--- src/rtl/rf_pkg.sv ---
// rf_pkg -- shared constants and helpers for the parametrised register file.
//   RF_DATA_W / RF_ADDR_W / RF_NUM_RD : default geometry (32 x 32-bit, 2 read ports)
//   rf_slice(port, width)             : LSB offset of a port inside a packed multi-port bus
package rf_pkg;

  localparam int RF_DATA_W = 32;
  localparam int RF_ADDR_W = 5;
  localparam int RF_NUM_RD = 2;

  // Packed port buses place port i at bits [i*width +: width].
  function automatic int rf_slice(input int port, input int width);
    return port * width;
  endfunction

endpackage

--- src/rtl/rf_scoreboard.sv ---
// rf_scoreboard -- per-register busy bits used by decode for hazard detection.
// Ports:
//   clk, rst           : clock, synchronous active-high reset (clears every busy bit)
//   wr_en/wr_addr      : writeback completes a register, clearing its busy bit
//   rsv_en/rsv_addr    : decode issues a producer, setting the busy bit
//   rd_addr (packed)   : one address per read port
//   rd_busy            : busy flag of the register addressed by each read port
module rf_scoreboard
  import rf_pkg::*;
#(
  parameter int ADDR_W   = RF_ADDR_W,
  parameter int NUM_RD   = RF_NUM_RD,
  parameter int ZERO_REG = 1,
  parameter int BYPASS   = 1
) (
  input  logic                     clk,
  input  logic                     rst,
  input  logic                     wr_en,
  input  logic [ADDR_W-1:0]        wr_addr,
  input  logic                     rsv_en,
  input  logic [ADDR_W-1:0]        rsv_addr,
  input  logic [NUM_RD*ADDR_W-1:0] rd_addr,
  output logic [NUM_RD-1:0]        rd_busy
);

  localparam int NREG = 1 << ADDR_W;

  logic [NREG-1:0] busy_q;
  logic [NREG-1:0] busy_d;

  // Reserve is applied after the write clear: when both hit the same register
  // a new producer has been issued, so the register must stay pending.
  always_comb begin
    busy_d = busy_q;
    if (wr_en) busy_d[wr_addr] = 1'b0;
    if (rsv_en) busy_d[rsv_addr] = 1'b1;
    if (ZERO_REG != 0) busy_d[0] = 1'b0;
  end

  always_ff @(posedge clk) begin
    if (rst) busy_q <= '0;
    else     busy_q <= busy_d;
  end

  genvar gi;
  generate
    for (gi = 0; gi < NUM_RD; gi++) begin : g_port
      logic [ADDR_W-1:0] addr;
      logic              port_busy;

      assign addr = rd_addr[rf_slice(gi, ADDR_W) +: ADDR_W];

      always_comb begin
        port_busy = busy_q[addr];
        // A completing write releases the consumer this cycle, unless the
        // same register is being re-reserved right now.
        if (BYPASS != 0 && wr_en && (wr_addr == addr) && !(rsv_en && (rsv_addr == addr)))
          port_busy = 1'b0;
        if (ZERO_REG != 0 && addr == '0)
          port_busy = 1'b0;
      end

      assign rd_busy[gi] = port_busy;
    end
  endgenerate

endmodule

--- src/rtl/param_reg_file.sv ---
// param_reg_file -- parametrised multi-read-port register file with busy scoreboard.
// Ports:
//   clk, rst            : clock, synchronous active-high reset (clears data, busy, read regs)
//   rd_addr / rd_data   : NUM_RD packed read ports (addresses / data)
//   rd_busy             : busy flag of each addressed register
//   wr_en/wr_addr/wr_data : writeback port
//   rsv_en/rsv_addr     : reserve port (marks a destination pending)
// Parameters: ZERO_REG hardwires r0, BYPASS forwards same-cycle writes to reads,
// READ_LAT selects combinational (0) or registered (1) read data.
module param_reg_file
  import rf_pkg::*;
#(
  parameter int DATA_W   = RF_DATA_W,
  parameter int ADDR_W   = RF_ADDR_W,
  parameter int NUM_RD   = RF_NUM_RD,
  parameter int ZERO_REG = 1,
  parameter int BYPASS   = 1,
  parameter int READ_LAT = 0
) (
  input  logic                     clk,
  input  logic                     rst,
  input  logic [NUM_RD*ADDR_W-1:0] rd_addr,
  output logic [NUM_RD*DATA_W-1:0] rd_data,
  output logic [NUM_RD-1:0]        rd_busy,
  input  logic                     wr_en,
  input  logic [ADDR_W-1:0]        wr_addr,
  input  logic [DATA_W-1:0]        wr_data,
  input  logic                     rsv_en,
  input  logic [ADDR_W-1:0]        rsv_addr
);

  localparam int NREG = 1 << ADDR_W;

  // Whole-array synchronous clear keeps this in registers rather than RAM.
  logic [DATA_W-1:0] mem_q [NREG];
  logic              wr_ok;

  assign wr_ok = wr_en && !(ZERO_REG != 0 && wr_addr == '0);

  always_ff @(posedge clk) begin
    if (rst) begin
      for (int k = 0; k < NREG; k++) mem_q[k] <= '0;
    end else if (wr_ok) begin
      mem_q[wr_addr] <= wr_data;
    end
  end

  rf_scoreboard #(
    .ADDR_W  (ADDR_W),
    .NUM_RD  (NUM_RD),
    .ZERO_REG(ZERO_REG),
    .BYPASS  (BYPASS)
  ) u_scoreboard (
    .clk     (clk),
    .rst     (rst),
    .wr_en   (wr_en),
    .wr_addr (wr_addr),
    .rsv_en  (rsv_en),
    .rsv_addr(rsv_addr),
    .rd_addr (rd_addr),
    .rd_busy (rd_busy)
  );

  genvar gi;
  generate
    for (gi = 0; gi < NUM_RD; gi++) begin : g_rd
      logic [ADDR_W-1:0] addr;
      logic [DATA_W-1:0] comb_data;

      assign addr = rd_addr[rf_slice(gi, ADDR_W) +: ADDR_W];

      always_comb begin
        comb_data = mem_q[addr];
        if (BYPASS != 0 && wr_en && (wr_addr == addr))
          comb_data = wr_data;
        if (ZERO_REG != 0 && addr == '0)
          comb_data = '0;
      end

      if (READ_LAT != 0) begin : g_reg
        // Captures exactly what the combinational path shows this cycle.
        logic [DATA_W-1:0] data_q;
        always_ff @(posedge clk) begin
          if (rst) data_q <= '0;
          else     data_q <= comb_data;
        end
        assign rd_data[rf_slice(gi, DATA_W) +: DATA_W] = data_q;
      end else begin : g_comb
        assign rd_data[rf_slice(gi, DATA_W) +: DATA_W] = comb_data;
      end
    end
  endgenerate

endmodule
--- config.mk ---
export PLATFORM = sky130hd
export DESIGN_NAME = param_reg_file
export DESIGN_NICKNAME = d
export VERILOG_FILES = /design/src/rtl/rf_pkg.sv /design/src/rtl/rf_scoreboard.sv /design/src/rtl/param_reg_file.sv
export SDC_FILE = /design/constraint.sdc
export NUM_CORES = 2
export LEC_CHECK = 0
export BUFFER_PORTS_ARGS = -buffer_cell sky130_fd_sc_hd__buf_2
export CORE_ASPECT_RATIO = 1.25
export CORE_MARGIN = 10
export CORE_UTILIZATION = 65
export CTS_BUF_LIST = sky130_fd_sc_hd__clkbuf_8
export DETAILED_ROUTE_END_ITERATION = 8
export PLACE_DENSITY = 0.82
export SYNTH_ARGS = -nofsm -noshare
export SYNTH_HDL_FRONTEND = slang
export SYNTH_SLANG_ARGS = --single-unit
--- constraint.sdc ---
create_clock -name clk -period 3.8 [get_ports clk]
set_clock_uncertainty 0.2 [all_clocks]
set_input_delay 0 -clock clk [delete_from_list [all_inputs] [get_ports clk]]
set_output_delay 0 -clock clk [all_outputs]
set_load 0.02 [all_outputs]
; Word level (Yosys, flattened, before mapping)
; Memories as Yosys holds them, arrays and structs flattened.
; Cells that the tools add are included.
[totals]
inputBits = 56
reg_bits = 32
word_cells = 58
memories = 1
ramBits = 1024
[memory_table]
columns = name, words, word_bits, rd, rd_ports_with_merged_regs, write_ports, line_no
row1 = mem_q, 32, 32, 2, 0, 32, param_reg_file.sv:35  ; logic [DATA_W-1:0] mem_q [NREG];
[classes]
bitwise_logic = 3
eq_ne = 4
magnitude_cmp = 6
n_mux = 26
reduce_logical = 16
[ops]
columns = operator, n
row1 = 32-bit 2-to-1 mux, 7
row2 = 32-bit AND, 1
row3 = 32-bit NOT, 1
row4 = 32-bit bitwise OR, 1
row5 = 32-bit OR reduction, 1
row6 = "5-bit by 6-bit < comparator with 1-bit output, second input constant", 4
row7 = 5-bit == test, 4
row8 = 5-bit zero test, 3
row9 = 1-bit 2-to-1 mux, 14
row10 = 1-bit binary-select mux with 5-bit select, 2
row11 = 1-bit demux with 5-bit select, 2
row12 = "5-bit by 1-bit greater-or-equal comparator with 1-bit output, second input constant", 2
row13 = 1-bit logical AND, 9
row14 = 5-bit 2-to-1 mux, 1
row15 = 1-bit zero test, 3

; Logic depth before layout (Yosys ltp)
[depth]
ltp_word = 9
depth_mapped = 10
depth_no_buf = 5

; Modules after synthesis
; A second synthesis with hierarchy kept.
[hier_totals]
hier_cells = 4009
hier_area_um2 = 56894.6
[modules_own_cells]
columns = module, n_inst, cells_each, area_each_um2
row1 = param_reg_file, 1, 3740, 54722.5
row2 = rf_scoreboard, 1, 269, 2172.1

; Worst setup path after synthesis
; OpenSTA, ideal clock, no wires.
[synth_timing]
path_kind = input -> register
start = in wr_en
end = mem mem_q[4][0] (netlist name) (enable)
setup_time_ns = 0.428
required_time_ns = 3.172
arrival_time_ns = 2.385
path_buffers = 2
setup_slack_ns = 0.787
cell_stages = 4
cell_sequence = clkbuf_1 or3b_2 clkbuf_1 o21bai_1
[synth_lines]
columns = element, line_no
row1 = from (decl), param_reg_file.sv:25  ; input logic wr_en,
row2 = to (decl), param_reg_file.sv:35

==> summary.txt <==
post-synthesis average cell area -> 14.28 µm²
Worst Path Required -> 3.60 ns
biggest area consumer among synthesized cells -> edfxtp_1
part of the power in the clock network -> 0.327
Ports -> 122
DP HPWL -> 122,600 µm
peak supply drop -> 273.2 µV
hold depth -> 5
WL per Instance -> 36.00 µm
initial antenna violation count -> 22
number of synthesized register bits -> 1,055
Setup Crit Path Kind -> flip-flop to primary output
ys async rst share -> 0
Pint -> 0.01895 W
Final Net Count -> 4,217
Leakage Power -> 22.24 nW
gr ovfl total -> 0
Seq/Total Area, Yosys -> 0.5481
WL final -> 196,500 µm
Hold Path Class -> primary input to flip-flop
CP Capture Type -> primary output
ratio of cells with drive above 1 in the final layout -> 0.2562
most used flip-flop cell after synthesis -> edfxtp_1
Finish-stage setup viols -> 0
slowest stage delay, CP -> 0.79 ns
WP depth -> 7
DIE WIDTH -> 285.4 µm
GRT Overall Usage -> 0.3903
synth unique cells -> 66
clk_lat worst skew -> 0.83 ns
TritonCTS buffer count -> 160
Reg power frac -> 0.525
die height -> 351.8 µm
synth cell count leaders -> 1,024 x edfxtp_1, 993 x and2_1, 451 x mux4_2, 283 x clkbuf_1, 135 x mux2i_1
final hold viol count -> 0
most frequent cell after synthesis -> edfxtp_1
CORE AREA -> 87,200 µm²
PortBufs -> 121
failing checks -> max-capacitance violations, max-slew violations
Arr. time, crit path -> 3.58 ns
shortest period the worst path allows -> 3.784 ns
Post-Route Setup TNS -> 0 ns
number of flops mapped to enable cells by yosys -> 1,024
DR iter-0 viols -> 6,974
CP max FO -> 2
initial core utilization -> 0.6564
area delta synth->final -> 10.41%
Via density -> 7.415
Pre-Repair DR Iteration Count -> 8
combinational share of power -> 0.149
total number of vias -> 40,480
CTS Root Buffer Type -> clkbuf_8
Power Density -> 413.2 nW/µm²
Cell Area, Synth -> 57,240 µm²
largest net degree at the start of global routing -> 56
global-route wire length before repair -> 279,200 µm
status -> finished, violations left
postcts setup bufs -> 0
top area cells in the synthesized netlist -> edfxtp_1 54%, mux4_2 18%, and2_1 11%
fmax -> 0.2643 GHz
fin. max-slew vios -> 2
Die Area -> 100,400 µm²
Worst-Margin Slew -> 1.581 ns
WP buf/inv -> 2
routability cong. -> 0.9523
# DRC -> 0
Sw Ratio -> 0.2744
max-slew headroom at the worst pin -> -0.08117
clk sinks -> 1,055
Max Cap Viol -> 1
final period utilization -> 0.9957
site row count -> 121
highest-delay cell along the critical path -> a221oi_1
vias in the first global route -> 40,940
TritonCTS clock tree -> done
RSZ-0062 raised after global routing -> no
Psw -> 0.007167 W
CTS H-tree lvls -> 4
cell count after synthesis -> 4,007
cell chain of the critical path -> mux4_2, a22o_1, a221oi_1, nor3_1, buf_4, a311o_1, buf_2
residual antenna-violating net count after detailed routing -> 0
Top Family by Delay on Critical Path -> compound AO/OA/AOI/OAI gates
proportion of netlist area held by the largest area contributor -> 0.5372
Synth warnings -> 0
maximum buffer depth of the clock tree -> 3
crit path launch type -> flip-flop
clock slew at reported path FFs -> 0.06 ns
worst r2r path cells -> 3
Util after Layout -> 0.7247
## power groups by stage
stage | Combinational [W] | Clock [W] | Sequential, W
6_report | 0.00388 | 0.00854 | 0.0137
5_1_grt | 0.00393 | 0.00898 | 0.0138
4_1_cts | 0.00372 | 0.00848 | 0.0137
3_5_place_dp | 0.00365 | 0 | 0.0139
3_3_place_gp | 0.00362 | 0 | 0.0139
2_1_floorplan | 0.00230 | 0 | 0.0138
## cells in the final DEF (no fill, tap or decap), types with 20 or more instances in the layout
cell type / n
mux4_2: 451
inv_1: 59
nor2b_1: 27
o21ai_0: 73
nor2_4: 23
buf_12: 45
dfxtp_1: 31
a211o_1: 27
clkinv_1: 52
nor2_1: 67
conb_1: 32
a21oi_1: 95
mux2_2: 55
nand2_1: 76
or2_2: 33
and2_1: 993
dlygate4sd3_1: 67
mux2i_1: 135
a22oi_1: 83
clkbuf_8: 168
edfxtp_1: 1024
nand3_1: 22
a211oi_1: 39
buf_2: 113
buf_4: 155
o22ai_1: 75
nor3_1: 26
nor4_1: 20
## kinds of logic (layout without fill, tap and decap cells)
kind of cell	count (synthesis)	after routing	synth area share
buffers and inverters	433	680	0.03653
AND/OR/NAND/NOR	1353	1353	0.1403
AO/OA/AOI/OAI	501	501	0.05953
XOR/XNOR	20	20	0.003060
other	1	38	0.00006552
flip-flops	1055	1055	0.5481
multiplexers	644	644	0.2125
## layout make-up
class	count	area, µm²
timing repair buffer	385	3371
tap	1168	1461
multi-input combinational	2550	24160
clock inverter	119	485.5
antenna	6	15.01
sequential	1055	31370
inverter	9	33.78
fill	5445	24010
clock buffer	167	2298
## metrics by stage
stage	cell area (µm²)	hold WS (ns)	power, W	setup WS (ns)	cells
5_1_grt	63180	0.05474	0.02667	0.07652	5455
3_3_place_gp	59720	0.2680	0.01748	0.7446	5100
2_1_floorplan	57350	-0.004135	0.01610	0.7872	4038
4_1_cts	63180	0.009409	0.02589	0.2418	5453
3_5_place_dp	59720	0.2772	0.01758	0.7189	5100
6_report	63190	0.06474	0.02611	0.01634	5459
## worst register-to-register path, cell delays in order (launching register included)
cell	delay, ns
dfxtp_1	0.38
o21ai_0	0.11
a21oi_1	0.19
dlygate4sd3_1	0.61
## state kept, by name, indices dropped and copies added, names as in the netlist
signal	count
mem_q	1024
u_scoreboard.busy_q	31
## layer usage
layer | track usage | vias to the layer above | routed length, µm
met3 | 0.1578 | 1286 | 32910
met4 | 0.3126 | 24 | 19230
met1 | 0.4432 | 19440 | 56690
met5 | 0.0009606 | - | 166
li1 | - | 15660 | -
met2 | 0.5842 | 4067 | 87510
## final timing paths
| path | to | slack (ns) | from |
|---|---|---|---|
| min | u_scoreboard.busy_q[30] | 0.06 | rsv_addr[2] |
| min reg2reg | u_scoreboard.busy_q[9] | 0.29 | u_scoreboard.busy_q[9] |
| max | rd_data[51] | 0.02 | mem_q[12][19] |
| max reg2reg | u_scoreboard.busy_q[15] | 2.24 | u_scoreboard.busy_q[15] |
## what timing repair did
action,in CTS,in global routing
hold endpoints to repair,1050,0
hold buffers,67,0
resized for setup,0,0
Note: power is estimated with default switching activity, not from simulation.
